**src/rtl/memory_bus_unit.sv**
```systemverilog
// Unified program/data memory responding to the controller's bus strobes.
// After reset it loads its image over a valid/ready boot port, then serves reads and writes.
module memory_bus_unit #(
    parameter int DATA_W      = 8,
    parameter int ADDR_W      = 4,
    parameter int PROTECT_TOP = 8
) (
    input  logic              clk,
    input  logic              reset,
    input  logic [ADDR_W-1:0] address,
    input  logic              write,
    input  logic              memory_enable_bus,
    input  logic              memory_load_bus,
    input  logic [DATA_W-1:0] bus_in,
    output logic [DATA_W-1:0] bus_out,
    input  logic              boot_valid,
    input  logic [DATA_W-1:0] boot_data,
    input  logic              boot_last,
    output logic              boot_ready,
    output logic              boot_done,
    input  logic              fault_clr,
    output logic [2:0]        fault
);

    localparam int DEPTH = 1 << ADDR_W;

    typedef enum logic {
        BOOT = 1'b0,
        RUN  = 1'b1
    } state_t;

    state_t            state;
    state_t            state_next;
    logic [ADDR_W-1:0] boot_ptr;
    logic [DATA_W-1:0] mem [DEPTH];

    logic              boot_xfer;
    logic              boot_end;
    logic              run_write;
    logic [2:0]        fault_event;

    // A compare against an int keeps PROTECT_TOP >= DEPTH meaningful (all read-only).
    function automatic logic is_protected(input logic [ADDR_W-1:0] a);
        return int'(a) < PROTECT_TOP;
    endfunction

    always_ff @(posedge clk or posedge reset) begin
        if (reset) begin
            state <= BOOT;
        end else begin
            state <= state_next;
        end
    end

    always_comb begin
        state_next  = state;
        boot_xfer   = 1'b0;
        boot_end    = 1'b0;
        run_write   = 1'b0;
        fault_event = 3'b000;
        case (state)
            BOOT: begin
                boot_xfer = boot_valid;
                boot_end  = boot_last || (boot_ptr == ADDR_W'(DEPTH - 1));
                if (boot_xfer && boot_end) begin
                    state_next = RUN;
                end
                fault_event[2] = memory_enable_bus || memory_load_bus;
            end
            RUN: begin
                // A load during a read is a bus conflict and is never committed.
                if (memory_enable_bus && memory_load_bus) begin
                    fault_event[0] = 1'b1;
                end else if (memory_load_bus && write) begin
                    if (is_protected(address)) begin
                        fault_event[1] = 1'b1;
                    end else begin
                        run_write = 1'b1;
                    end
                end
            end
            default: state_next = BOOT;
        endcase
    end

    always_ff @(posedge clk or posedge reset) begin
        if (reset) begin
            boot_ptr <= '0;
        end else if (boot_xfer && !boot_end) begin
            boot_ptr <= boot_ptr + 1'b1;
        end
    end

    always_ff @(posedge clk or posedge reset) begin
        if (reset) begin
            for (int i = 0; i < DEPTH; i++) begin
                mem[i] <= '0;
            end
        end else if (boot_xfer) begin
            mem[boot_ptr] <= boot_data;
        end else if (run_write) begin
            mem[address] <= bus_in;
        end
    end

    // A clear and a new event on the same edge leave only the new event's bit set.
    always_ff @(posedge clk or posedge reset) begin
        if (reset) begin
            fault <= 3'b000;
        end else begin
            fault <= (fault_clr ? 3'b000 : fault) | fault_event;
        end
    end

    assign bus_out    = (state == RUN && memory_enable_bus) ? mem[address] : '0;
    assign boot_ready = (state == BOOT);
    assign boot_done  = (state == RUN);

endmodule
```
**config.mk**
```make
export PLATFORM = sky130hd
export DESIGN_NAME = memory_bus_unit
export DESIGN_NICKNAME = d
export VERILOG_FILES = /design/src/rtl/memory_bus_unit.sv
export SDC_FILE = /design/constraint.sdc
export NUM_CORES = 1
export LEC_CHECK = 0
export BUFFER_PORTS_ARGS = -buffer_cell sky130_fd_sc_hd__clkbuf_2
export CAP_MARGIN = 20
export CORE_ASPECT_RATIO = 1.75
export CORE_UTILIZATION = 45
export DETAILED_ROUTE_END_ITERATION = 7
export GPL_ROUTABILITY_DRIVEN = 0
export GPL_TIMING_DRIVEN = 0
export SETUP_SLACK_MARGIN = 0.02
export SLEW_MARGIN = 5
export SYNTH_ARGS = -nofsm -noshare
export SYNTH_HDL_FRONTEND = slang
export SYNTH_SLANG_ARGS = --single-unit
```
**constraint.sdc**
```tcl
create_clock -name clk -period 4.6 [get_ports clk]
set_input_delay 0.92 -clock clk [delete_from_list [all_inputs] [get_ports clk]]
set_output_delay 0.92 -clock clk [all_outputs]
set_load 0.005 [all_outputs]
```
==> results.txt <==
Nets@finish -> 627
Clk pwr share -> 46.9%
Library cells used by synthesis -> 43
Max rail drop VDD -> 0.000277 V
Clk buf depth -> 2
Main combinational cell family by area after synthesis -> multiplexers
CP max stage cell -> clkbuf_1
XOR/XNOR share of the synthesized area -> 0.386%
Critical R2R Launch -> boot_ptr[0]
Mapped cell area -> 6800 sq um
Htree depth -> 4
Status -> finished clean
Critical Path AT -> 2.93 ns
Die width -> 94.9 um
Routed vias -> 4981
CP max stage delay -> 0.63 ns
Post-Synth Simple-Gate Area -> 6.24%
Mapped Cells -> 536
Slew HR -> 20.7%
CP Capture Type -> primary output
Cell Chain, Critical Path -> clkbuf_2 > buf_2 > clkbuf_1 > mux4_2 > and3_1 > a221o_1 > clkbuf_2
Final setup TNS -> 0 ns
Final Hold Vio Count -> 0
Most frequent cell after synthesis -> dfrtp_1
Die area -> 15600 sq um
Clock sink total -> 136
Vias in the first global route -> 5129
Leak -> 3.77 nW
Post-Synth Adder-Cell Area -> 0.736%
Max cap viols -> 0
Ys async rst share -> 100%
Dpl ws -> 0.739 ns
Cell mode on critical path -> clkbuf_2
Syn_area_per_cell -> 12.7 sq um
Crit path required time -> 3.68 ns
Synth top area cells -> dfrtp_1 50%, mux2_2 10%, a22oi_1 7.1%
Synth area leader -> dfrtp_1
Core ar. -> 14800 sq um
Avg Vias per Cell -> 6.31
Initial core utilization -> 45.8%
CP startpoint kind -> input pin
Clock root cell -> clkbuf_16
WHS -> 0.483 ns
Hold Path Class -> in -> async
Crit path kind -> in -> out
Maximum clock frequency -> 0.260 GHz
Rows -> 59
Clk pin slew, worst setup/hold paths -> 0.06 ns
# DRC -> 0
Drt pass-1 iters -> 5
WL/cell -> 24.0 um
Clk_lat worst skew -> 0.42 ns
Total power -> 3.00 mW
Detailed placement HPWL -> 13.6 mm
Switching pwr -> 0.756 mW
Synth Register Bits -> 136
Mux contribution to synthesized area -> 21.5%
WL final -> 19.0 mm
Post-synth top flop -> dfrtp_1
Crit path time final -> 3.85 ns
Sequential fraction of the synthesis area -> 50.0%
Die Ht -> 165 um
Int Pwr -> 2.24 mW
Synth top cells by count -> 136 x dfrtp_1, 64 x a22oi_1, 63 x mux2_2
Max Slew Vio Count -> 0
Antenna violations before repair -> 0
RSZ-0062 raised after global routing -> no
Total track usage -> 26.0%
Final WS setup -> 0.749 ns
DRT iter0 DRCs -> 364
Critical Path Start -> address[2]
Syn_nets -> 568
Congestion Overflow GR -> 0
Net Sw Frac -> 25.2%
CTS Hold Bufs -> 0
Final ANT Viol Nets -> 0
Global-route wire length before repair -> 29.4 mm
CTS tree -> yes
Period utilization -> 83.7%
Largest net degree at the start of global routing -> 100
Logic pwr share -> 9.2%
Setup Skew -> 0.00991 ns
Synth warnings -> 0
Endpoints failing setup -> 0
Ant. Diodes -> 0
CP max FO -> 10
Power density cells -> 381 nW/um^2
Port-buffer cells -> 39
Share of cells above drive strength 1 -> 31.5%
Final core occ -> 52.9%
Filler cells -> 1285
I/O pin count -> 41
Resize count post-CTS -> 0
Post-synthesis compound-gate area fraction -> 17.6%
Yosys top cell area share -> 50.0%
# Post-CTS Setup Buffers -> 0
Worst-Margin Slew -> 1.18 ns
Area delta synth->final -> 15.4%
EDFF count, synth -> 0
CTS Buf Count -> 17
Sequential Power Share -> 43.9%
==> power by group through the flow <==
stage               clock (mW)  combinational [mW]  sequential [mW]
CTS                       1.42               0.278             1.31
global route              1.47               0.306             1.32
floorplan                    0               0.190             1.32
global placement             0               0.265             1.33
detailed placement           0               0.278             1.33
finish                    1.40               0.276             1.31
==> metal layers <==
| layer | share of wire [%] | vias up | track usage (%) |
|---|---|---|---|
| met3 | 4.4 | 68 | 4.70 |
| met2 | 52 | 198 | 44.0 |
| met4 | 5.3 | 0 | 16.2 |
| met5 | 0 | - | 0 |
| li1 | - | 2195 | - |
| met1 | 38 | 2520 | 30.1 |
==> layout by cell type (no fill, tap or decap), drive strengths merged, types with 2 or more instances in the layout <==
cell type	instances
a22o	7
mux2i	17
nand2	36
mux2	64
inv	13
bufinv	3
and4b	3
mux4	24
nor2b	4
a22oi	64
clkinv	5
o22ai	2
o21ai	58
nor3	3
buf	20
nor2	4
dfrtp	136
clkbuf	74
and3	8
ha	4
and2	12
a32oi	8
xnor2	3
a221o	7
o211ai	17
==> registers in the layout, indices dropped and copies added, names as in the netlist <==
name,cells
boot_done,1
fault,3
boot_ptr,4
mem,128
==> path summary, 6_finish.rpt <==
kind,end,slack (ns),depth (start not counted)
min in group clk,mem[107],0.50,1
setup reg to reg,mem[31],2.18,7
hold / removal,mem[93],0.48,2
max in group asynchronous,boot_ptr[3],3.30,3
setup / recovery,bus_out[6],0.75,7
hold reg to reg,mem[107],0.50,1
==> per-stage QoR <==
stage	area [sq um]	std cells
6_report	7850	789
2_1_floorplan	6800	536
4_1_cts	7850	789
3_3_place_gp	7230	758
3_5_place_dp	7260	759
5_1_grt	7850	789
==> cell families (layout without fill, tap and decap cells) <==
kind of cell,after synthesis,in the layout
xor gates and xnor gates,3,3
adders and majority gates,4,4
and+or+nand+nor,77,77
muxes,105,105
DFF,136,136
buffers and inverters,46,116
AOI/OAI and AO/OA,165,165
==> critical path: cells and delay by family <==
family                 cells  cell delay [ns]
AO/OA/AOI/OAI              1             0.30
buffers and inverters      4             1.09
multiplexers               1             0.42
AND/OR/NAND/NOR            1             0.19
==> area by class of cell <==
class | instances | area [sq um] | area share (%)
inverter | 9 | 38.8 | 0.494
sequential | 136 | 3400 | 43.3
clock inverter | 13 | 169 | 2.15
tap | 183 | 229 | 2.92
clock buffer | 17 | 425 | 5.42
buffer | 37 | 205 | 2.61
timing repair buffer | 40 | 223 | 2.84
multi-input combinational | 354 | 3160 | 40.2
No activity file was read; power rests on OpenSTA's default activity.
